$ cat config.mk
export PLATFORM = sky130hd
export DESIGN_NAME = rx_ts_queue
export DESIGN_NICKNAME = d
export VERILOG_FILES = /design/src/rtl/rx_ts_queue.sv
export SDC_FILE = /design/constraint.sdc
export NUM_CORES = 1
export LEC_CHECK = 0
export BUFFER_PORTS_ARGS = -buffer_cell sky130_fd_sc_hd__buf_2
export CAP_MARGIN = 20
export CELL_PAD_IN_SITES_DETAIL_PLACEMENT = 0
export CELL_PAD_IN_SITES_GLOBAL_PLACEMENT = 1
export CORE_AREA = 2 2 256 258
export CTS_CLUSTER_SIZE = 14
export DETAILED_ROUTE_END_ITERATION = 7
export DIE_AREA = 0 0 258 260
export PLACE_DENSITY = 0.77
export REMOVE_ABC_BUFFERS = 1
export SLEW_MARGIN = 30
export SYNTH_ARGS = -nofsm -noshare
export SYNTH_HDL_FRONTEND = slang
export SYNTH_SLANG_ARGS = --single-unit
$ cat constraint.sdc
create_clock -name rtc_clk -period 21.1 [get_ports rtc_clk]
set_input_delay 1.055 -clock rtc_clk [delete_from_list [all_inputs] [get_ports rtc_clk]]
set_output_delay 1.055 -clock rtc_clk [all_outputs]
set_load 0.02 [all_outputs]
$ cat src/rtl/rx_ts_queue.sv
// Receive-timestamp capture queue: pairs the RTC snapshot taken at SFD with parsed PTP header fields.
// Optional build macro RX_TSQ_EVENT_FILTER_EN keeps general messages (messageType[3]=1) out of the queue.
module rx_ts_queue #(
  parameter int DEPTH = 4,
  parameter int AW    = 2
) (
  input  logic          rtc_clk,
  input  logic          rtc_rst,
  input  logic [79:0]   rtc_time_i,
  input  logic          rxts_trig_i,
  input  logic          rxts_valid_i,
  input  logic [79:0]   rx_sourcePortIdentity_i,
  input  logic [15:0]   rx_seqId_i,
  input  logic [3:0]    rx_messageType_i,
  input  logic [3:0]    rx_majorSdoId_i,
  input  logic          q_clr_i,
  input  logic          q_rd_i,
  output logic          q_valid_o,
  output logic [79:0]   q_ts_o,
  output logic [79:0]   q_srcPortId_o,
  output logic [15:0]   q_seqId_o,
  output logic [3:0]    q_msgType_o,
  output logic [3:0]    q_sdoId_o,
  output logic [AW:0]   q_level_o,
  output logic [7:0]    q_ovf_cnt_o,
  output logic [7:0]    q_orphan_cnt_o,
  output logic          int_rxts_o
);

  typedef struct packed {
    logic [79:0] ts;
    logic [79:0] src;
    logic [15:0] seq;
    logic [3:0]  msg_type;
    logic [3:0]  sdo_id;
  } rec_t;

  localparam logic [AW:0] PTR_ONE = (AW + 1)'(1);

  rec_t        r_mem [DEPTH];
  logic [79:0] r_ts_latch;
  logic        r_ts_pending;
  logic [AW:0] r_wr_ptr;
  logic [AW:0] r_rd_ptr;
  logic [7:0]  r_ovf_cnt;
  logic [7:0]  r_orphan_cnt;

  logic        w_empty;
  logic        w_full;
  logic        w_keep;
  logic        w_push_req;
  logic        w_push;
  logic        w_pop;
  logic        w_ovf;
  logic        w_orphan;
  rec_t        w_rec;
  rec_t        w_head;

  assign w_empty = (r_wr_ptr == r_rd_ptr);
  assign w_full  = (r_wr_ptr[AW-1:0] == r_rd_ptr[AW-1:0]) && (r_wr_ptr[AW] != r_rd_ptr[AW]);

`ifdef RX_TSQ_EVENT_FILTER_EN
  // General messages still consume the pending time but never occupy a slot.
  assign w_keep = ~rx_messageType_i[3];
`else
  assign w_keep = 1'b1;
`endif

  // Flush wins over everything: a valid arriving with q_clr_i is dropped silently.
  assign w_push_req = rxts_valid_i & r_ts_pending & w_keep & ~q_clr_i;
  assign w_orphan   = rxts_valid_i & ~r_ts_pending & ~q_clr_i;
  assign w_pop      = q_rd_i & ~w_empty & ~q_clr_i;
  assign w_push     = w_push_req & (~w_full | w_pop);
  assign w_ovf      = w_push_req & w_full & ~w_pop;

  // The record pairs with the time latched before this cycle's trig, if any.
  assign w_rec = '{
    ts:       r_ts_latch,
    src:      rx_sourcePortIdentity_i,
    seq:      rx_seqId_i,
    msg_type: rx_messageType_i,
    sdo_id:   rx_majorSdoId_i
  };

  // NOTE: storage is deliberately left out of reset; the valid gate on the head outputs hides stale data.
  always_ff @(posedge rtc_clk) begin
    if (w_push) begin
      r_mem[r_wr_ptr[AW-1:0]] <= w_rec;
    end
  end

  // NOTE: all state below uses non-blocking assignments so every register samples pre-edge values.
  always_ff @(posedge rtc_clk or posedge rtc_rst) begin
    if (rtc_rst) begin
      r_ts_latch   <= '0;
      r_ts_pending <= 1'b0;
    end else begin
      if (rxts_trig_i) begin
        r_ts_latch <= rtc_time_i;
      end
      if (q_clr_i) begin
        r_ts_pending <= 1'b0;
      end else if (rxts_trig_i) begin
        r_ts_pending <= 1'b1;
      end else if (rxts_valid_i) begin
        r_ts_pending <= 1'b0;
      end
    end
  end

  always_ff @(posedge rtc_clk or posedge rtc_rst) begin
    if (rtc_rst) begin
      r_wr_ptr <= '0;
      r_rd_ptr <= '0;
    end else if (q_clr_i) begin
      r_wr_ptr <= '0;
      r_rd_ptr <= '0;
    end else begin
      if (w_push) begin
        r_wr_ptr <= r_wr_ptr + PTR_ONE;
      end
      if (w_pop) begin
        r_rd_ptr <= r_rd_ptr + PTR_ONE;
      end
    end
  end

  always_ff @(posedge rtc_clk or posedge rtc_rst) begin
    if (rtc_rst) begin
      r_ovf_cnt    <= '0;
      r_orphan_cnt <= '0;
    end else if (q_clr_i) begin
      r_ovf_cnt    <= '0;
      r_orphan_cnt <= '0;
    end else begin
      if (w_ovf && (r_ovf_cnt != 8'hFF)) begin
        r_ovf_cnt <= r_ovf_cnt + 8'd1;
      end
      if (w_orphan && (r_orphan_cnt != 8'hFF)) begin
        r_orphan_cnt <= r_orphan_cnt + 8'd1;
      end
    end
  end

  assign w_head = r_mem[r_rd_ptr[AW-1:0]];

  assign q_valid_o      = ~w_empty;
  assign int_rxts_o     = ~w_empty;
  assign q_ts_o         = w_head.ts       & {80{q_valid_o}};
  assign q_srcPortId_o  = w_head.src      & {80{q_valid_o}};
  assign q_seqId_o      = w_head.seq      & {16{q_valid_o}};
  assign q_msgType_o    = w_head.msg_type & {4{q_valid_o}};
  assign q_sdoId_o      = w_head.sdo_id   & {4{q_valid_o}};
  assign q_level_o      = r_wr_ptr - r_rd_ptr;
  assign q_ovf_cnt_o    = r_ovf_cnt;
  assign q_orphan_cnt_o = r_orphan_cnt;

endmodule

==> results of run 1 <==
[critical path: cells and delay by family (launching register included)]
family | cells | cell delay (ns)
flops | 1 | 1.03
buf+inv | 4 | 1.42
fa+ha+maj | 1 | 0.35
simple gates | 2 | 0.71
[synth_stat cells, types with 3 or more instances]
master	instances
xnor2_1	6
o21ai_0	5
buf_2	19
inv_1	8
o31ai_1	5
or4_1	4
nor3_1	3
a21oi_1	13
xor2_1	6
clkbuf_1	52
or3_1	3
nand3_1	8
buf_1	4
dfrtp_1	103
and4_1	3
nand2_1	7
mux4_2	184
nor2_1	13
ha_1	9
edfxtp_1	736
and2_1	189
mux2_2	80
[cells by family after synthesis]
group | Yosys count
buf+inv | 84
mux | 266
fa+ha+maj | 10
compound gates | 29
flops | 839
simple gates | 239
xor+xnor | 12
[state kept, by name, indices dropped and copies added, names as in the netlist]
name	count
q_ovf_cnt_o	8
r_mem	736
r_wr_ptr	3
q_orphan_cnt_o	8
r_ts_latch	80
r_rd_ptr	3
r_ts_pending	1
[per-layer routing]
| layer | vias up | wire [um] |
|---|---|---|
| met3 | 100 | 4730 |
| met2 | 461 | 31600 |
| met1 | 8153 | 27500 |
| li1 | 6833 | - |
| met5 | - | 119 |
| met4 | 18 | 1040 |
[power groups by stage]
stage / Sequential, mW / Clock, mW / Combinational, mW
floorplan: 1.92 / 0 / 0.267
global placement: 1.91 / 0 / 0.389
detailed placement: 1.91 / 0 / 0.401
CTS: 1.87 / 1.48 / 0.402
global route: 1.88 / 1.54 / 0.426
finish: 1.87 / 1.44 / 0.394
[stage by stage]
stage	setup WS, ns	area (um2)	total power, mW	util (%)	hold WS (ns)
floorplan	8.04	31600	2.19	-	0.472
global placement	16.26	34900	2.30	54.4	0.481
detailed placement	16.31	34900	2.31	54.5	0.499
CTS	15.62	37600	3.75	58.7	0.491
global route	15.38	37700	3.84	58.9	0.522
finish	15.73	37800	3.71	58.9	0.500
[path summary, 6_finish.rpt]
check	end	slack (ns)	depth (start not counted)
hold / removal	r_mem[0][104]	0.50	0
min in group asynchronous	r_ts_latch[47]	0.51	2
setup reg to reg	r_mem[0][85]	16.54	8
setup / recovery	q_ts_o[76]	15.73	7
hold reg to reg	r_mem[0][104]	0.50	0
max in group asynchronous	r_rd_ptr[0]	19.45	3
[area by class of cell]
cell class | instances | area (um2) | share of cell area [%]
Inverter | 8 | 32.5 | 0.0861
Antenna cell | 17 | 42.5 | 0.113
Clock inverter | 50 | 422 | 1.12
Multi-Input combinational cell | 556 | 6960 | 18.4
Sequential cell | 839 | 24700 | 65.4
Timing Repair Buffer | 419 | 2290 | 6.05
Tap cell | 855 | 1070 | 2.83
Clock buffer | 108 | 2280 | 6.03
==> flow_metrics.env, run 1 <==
export IMPL_syn_avg_cell_area_um2=21.6
export IMPL_p_sw_mw=0.855
export IMPL_pwr_share_clk_pct=38.9
export IMPL_cp_startpoint="r_rd_ptr[1]"
export IMPL_crit_top_cell="buf_4"
export IMPL_antenna_found_initial=14
export IMPL_crit_chain="inv_1, ha_1, nand3_4, buf_4, buf_4, and2_1, buf_2"
export IMPL_postSynthCellCount=1479
export IMPL_synth_top_cell_area_share_pct=69.2
export IMPL_ys_async_sr_fraction_pct=12.3
export IMPL_fillers=4752
export IMPL_dpl_cell_count=2673
export IMPL_synth_compound_area_share_pct=0.548
export IMPL_p_per_area_nw_per_um2=98.1
export IMPL_yosys_area_share_simple_pct=4.56
export IMPL_clockBufferDepth=3
export IMPL_initial_core_util_pct=49.8
export IMPL_synth_cell_types=37
export IMPL_ys_seq_elements=839
export IMPL_skew_ns=0.0219
export IMPL_vias_per_cell=5.46
export IMPL_hold_viol=0
export IMPL_layout_common_cells="edfxtp_1 (736), buf_2 (393), and2_1 (185)"
export IMPL_place_hpwl_mm=38.3
export IMPL_clk_pin_slew_ns=0.06
export IMPL_muxShareOfSynthArea_pct=15.8
export IMPL_final_common_cell="edfxtp_1"
export IMPL_final_antenna_net_count=0
export IMPL_place_gp_congestion=0.774
export IMPL_met1_usage_pct=27.4
export IMPL_cts_resized=0
export IMPL_gr_total_overflow=0
export IMPL_drive_gt1_share_pct=41.0
export IMPL_drc=0
export IMPL_rsz0062_at_grt="false"
export IMPL_setup_worst_path_end_class="output port"
export IMPL_slew_viol_final=0
export IMPL_combPwrFrac_pct=10.6
export IMPL_core_um2=64100
export IMPL_critPathRequiredTime_ns=20.05
export IMPL_holdBufCountCts=0
export IMPL_cp_max_fo=75
export IMPL_die_width_um=258
export IMPL_clockRootBuffer="clkbuf_16"
export IMPL_fmax_ghz=0.186
export IMPL_use_met2_pct=30.5
export IMPL_synth_top_family_by_area="multiplexers"
export IMPL_grt_pass1_wl_mm=97.8
export IMPL_vias=15565
export IMPL_cts_sinks=839
export IMPL_worstHoldStart="r_ts_latch[0]"
export IMPL_post_cts_buffers=0
export IMPL_insertion_delay_ns=0.62
export IMPL_synthToLayoutAreaGrowth_pct=18.2
export IMPL_stdcell_count=2852
export IMPL_dieArea_um2=67100
export IMPL_wl_mm=64.9
export IMPL_ioPinCount=395
export IMPL_drt_iter0_markers=1088
export IMPL_yosysSeqAreaShare_pct=77.2
export IMPL_numCtsBuffers=84
export IMPL_crit_arrival_ns=4.32
export IMPL_ys_warnings_count=0
export IMPL_min_path_type="register to register"
export IMPL_cp_start_kind="register"
export IMPL_grt_max_degree=76
export IMPL_timing_rr_start="r_rd_ptr[1]"
export IMPL_slew_limit_headroom_pct=36.1
export IMPL_gr_usage_all_layers_pct=19.4
export IMPL_p_leak_nw=13.3
export IMPL_nNetsFinal=2108
export IMPL_max_stage_delay_ns=1.03
export IMPL_use_met3_pct=4.60
export IMPL_die_y_um=260
export IMPL_synth_fa_ha_area_share_pct=0.415
export IMPL_fin_crit_ns=5.37
export IMPL_busiest_layer="met2"
export IMPL_synthFlopType="edfxtp_1"
export IMPL_status="completed"
export IMPL_path_class="register to output port"
export IMPL_cp_slowest_cell="dfrtp_4"
export IMPL_htreeDepth=3
export IMPL_synth_edff_count=736
export IMPL_synth_cell_area_um2=32000
export IMPL_wl_per_cell_um=22.8
export IMPL_period_share_pct=25.5
export IMPL_cts_tree="done"
export IMPL_synth_xor_area_share_pct=0.329
export IMPL_placementRows=93
export IMPL_cellInternalPower_mw=2.85
export IMPL_yosysTopAreaCell="edfxtp_1"
export IMPL_max_cap_violations=0
export IMPL_swShare_pct=23.1
export IMPL_p_seq_share_pct=50.5
export IMPL_grt_pass1_vias=16013
export IMPL_ir_drop_mv=0.0499
export IMPL_tns_ns=0
export IMPL_portBuffers=394
export IMPL_finalSetupViolations=0
export IMPL_worst_slew_pin_slew_ns=0.959
export IMPL_drt_first_pass_iters=5
export IMPL_ys_top_cells_by_area="edfxtp_1 (69%), mux4_2 (13%), dfrtp_1 (8.1%)"
Power figures use the tool's default switching activity.
==> run 2: changes to the inputs <==
- ABC_AREA: not set -> 1
- CORE_AREA: 2 2 256 258 -> 2 2 269 271
- DIE_AREA: 0 0 258 260 -> 0 0 271 273
- clock period: 21.1 -> 5.2 ns (I/O delays scaled with it)
==> run 2 against run 1 <==
Flip-flop and latch count unchanged. Utilization down 2.1 points. Design area grew 6.8%. Largest power group unchanged. Via count up 44%. Critical endpoint is now q_ts_o[23]. Clock power rose to 4.2 times the previous value. Register-to-register slack worse by 15 ns. Clock skew is 0.0022 ns lower. Highest routed layer unchanged.
==> flow_metrics.env, run 2 <==
export IMPL_status="completed"
export IMPL_cts_sinks=839
export IMPL_die_y_um=273
export IMPL_drt_first_pass_iters=7
export IMPL_p_per_area_nw_per_um2=388
export IMPL_crit_arrival_ns=3.70
export IMPL_clockBufferDepth=3
export IMPL_ys_warnings_count=0
export IMPL_synth_cell_area_um2=33000
export IMPL_fmax_ghz=0.253
export IMPL_post_cts_buffers=0
export IMPL_skew_ns=0.0197
export IMPL_synthFlopType="edfxtp_1"
export IMPL_synth_top_cell_area_share_pct=66.9
export IMPL_fin_crit_ns=3.96
export IMPL_postSynthCellCount=2731
export IMPL_swShare_pct=26.1
export IMPL_slew_viol_final=0
export IMPL_synth_cell_types=28
export IMPL_holdBufCountCts=187
export IMPL_timing_rr_start="r_rd_ptr[1]"
export IMPL_wl_mm=82.0
export IMPL_largest_reg_flops=736
export IMPL_ys_async_sr_fraction_pct=12.3
export IMPL_setup_worst_path_end_class="output port"
export IMPL_yosysSeqAreaShare_pct=74.7
export IMPL_insertion_delay_ns=0.64
export IMPL_cp_start_kind="register"
export IMPL_fillers=5799
export IMPL_critPathRequiredTime_ns=4.94
export IMPL_drt_iter0_markers=2014
export IMPL_core_um2=71000
export IMPL_antenna_found_initial=5
export IMPL_combPwrFrac_pct=13.3
export IMPL_hold_viol=0
export IMPL_place_gp_congestion=0.847
export IMPL_rsz0062_at_grt="false"
export IMPL_worst_slew_pin_slew_ns=0.977
export IMPL_reg2reg_slack_ns=1.63
export IMPL_yosysTopAreaCell="edfxtp_1"
export IMPL_holdPathStages=4
export IMPL_ys_seq_elements=839
export IMPL_die_width_um=271
export IMPL_initial_core_util_pct=46.5
export IMPL_gr_total_overflow=0
export IMPL_synthToLayoutAreaGrowth_pct=22.1
export IMPL_cp_max_fo=56
export IMPL_yosysMostFrequentCell="nor2_1"
export IMPL_wl_per_cell_um=19.1
export IMPL_gr_usage_all_layers_pct=21.7
export IMPL_placed_area_um2=35600
export IMPL_cts_tree="done"
export IMPL_layout_common_cells="nor2_1 (758), edfxtp_1 (736), buf_2 (394)"
export IMPL_syn_avg_cell_area_um2=12.1
export IMPL_p_sw_mw=4.09
export IMPL_p_seq_share_pct=48.4
export IMPL_hold_path_end="q_orphan_cnt_o[3]"
export IMPL_vias_per_cell=5.21
export IMPL_vias=22347
export IMPL_p_leak_nw=15.4
export IMPL_htreeDepth=3
export IMPL_dieArea_um2=74000
export IMPL_reg2reg_to="r_mem[0][0]"
export IMPL_slew_limit_headroom_pct=34.8
export IMPL_period_share_pct=76.1
export IMPL_path_class="register to output port"
export IMPL_grt_max_degree=179
export IMPL_clockRootBuffer="clkbuf_16"
export IMPL_final_common_cell="nor2_1"
export IMPL_grt_pass1_wl_mm=124
export IMPL_place_hpwl_mm=45.5
export IMPL_min_path_type="input pin to register"
export IMPL_numCtsBuffers=85
export IMPL_worstRegToRegCells=8
export IMPL_ioPinCount=395
export IMPL_drc=0
export IMPL_synth_edff_count=736
export IMPL_finalSetupViolations=0
export IMPL_portBuffers=394
export IMPL_ir_drop_mv=0.243
export IMPL_cts_resized=0
export IMPL_fin_util_pct=56.8
export IMPL_fin_area_um2=40300
export IMPL_drive_gt1_share_pct=16.9
export IMPL_grt_pass1_vias=22099
export IMPL_final_antenna_net_count=0
export IMPL_synth_commonest_cells="nor2_1 (762), edfxtp_1 (736), nand2_1 (300)"
export IMPL_worstHoldStart="q_clr_i"
export IMPL_placementRows=98
export IMPL_nNetsFinal=3458
export IMPL_ys_top_cells_by_area="edfxtp_1 (67%), nor2_1 (8.7%), dfrtp_1 (7.8%)"
export IMPL_max_cap_violations=0
export IMPL_pwr_share_clk_pct=38.3
export IMPL_cellInternalPower_mw=11.6
export IMPL_clk_pin_slew_ns=0.06
-- run 2: cell count changes in the layout (fill, tap and decap cells not counted), sizes merged, moves of 27 or more --
cell         before  now
a21oi            13  187
dlygate4sd3       0  187
nand3             8   41
inv              10   37
mux2             80    0
mux4            184    0
nor2             13  763
and2            189    0
nand2             7  300
o21ai             5  374
-- run 2: cell type report --
class	count	area [um2]	share of cell area, %
Sequential cell	839	24700	61.2
Antenna cell	9	22.5	0.0558
Tap cell	950	1190	2.95
Clock inverter	48	484	1.20
Timing Repair Buffer	604	4190	10.4
Multi-Input combinational cell	1692	7310	18.1
Inverter	36	158	0.391
Clock buffer	110	2290	5.68
-- run 2: worst max-delay path by stage --
stage	from	endpoint
after floorplan	r_rd_ptr[0]	r_mem[0][0]
after global placement	r_rd_ptr[1]	r_mem[0][77]
after detailed placement	r_rd_ptr[1]	r_mem[0][99]
after CTS	r_rd_ptr[1]	q_srcPortId_o[61]
after global routing	r_rd_ptr[1]	q_seqId_o[0]
final	r_rd_ptr[1]	q_ts_o[23]
-- run 2: kinds of logic after synthesis --
kind of cell             count (synthesis)  synth area share (%)
XOR/XNOR                                 5                 0.133
buffers and inverters                  200                  3.23
adder cells (fa/ha/maj)                 10                 0.402
AO/OA/AOI/OAI                          563                  8.55
AND/OR/NAND/NOR                       1114                  13.0
flip-flops                             839                  74.7
-- run 2: worst max-delay path, stage by stage (launching register included) --
cell and delay (ns):
dfrtp_4 0.72, inv_6 0.29, ha_1 0.37, nand2_1 0.06, inv_1 0.11, nand3_2 0.17
inv_6 0.47, buf_4 0.52, a21oi_1 0.11, buf_2 0.19
-- run 2: stage by stage --
step	hold slack [ns]	std cells	power [mW]	worst slack, ns	TNS, ns
6_report	0.0840	4288	15.7	1.24	0
3_5_place_dp	0.466	3933	9.69	1.60	0
4_1_cts	0.0348	4278	15.8	1.19	0
2_1_floorplan	0.323	2567	8.94	-10.28	-9045.53
5_1_grt	0.100	4282	16.3	1.03	0
3_3_place_gp	0.461	3933	9.65	1.60	0
-- run 2: power by group through the flow --
| stage | Sequential (mW) | Combinational [mW] | Clock, mW |
|---|---|---|---|
| floorplan | 7.78 | 1.16 | 0 |
| global placement | 7.71 | 1.94 | 0 |
| detailed placement | 7.72 | 1.97 | 0 |
| CTS | 7.58 | 2.10 | 6.12 |
| global route | 7.59 | 2.27 | 6.39 |
| finish | 7.58 | 2.08 | 6.00 |
-- run 2: per-layer routing --
layer,track usage [%],vias to the layer above,share of wire [%]
li1,-,10555,-
met1,28.8,10951,42
met2,35.9,711,48
met3,4.38,126,7.3
met4,7.31,4,2.5
met5,0,-,0.033
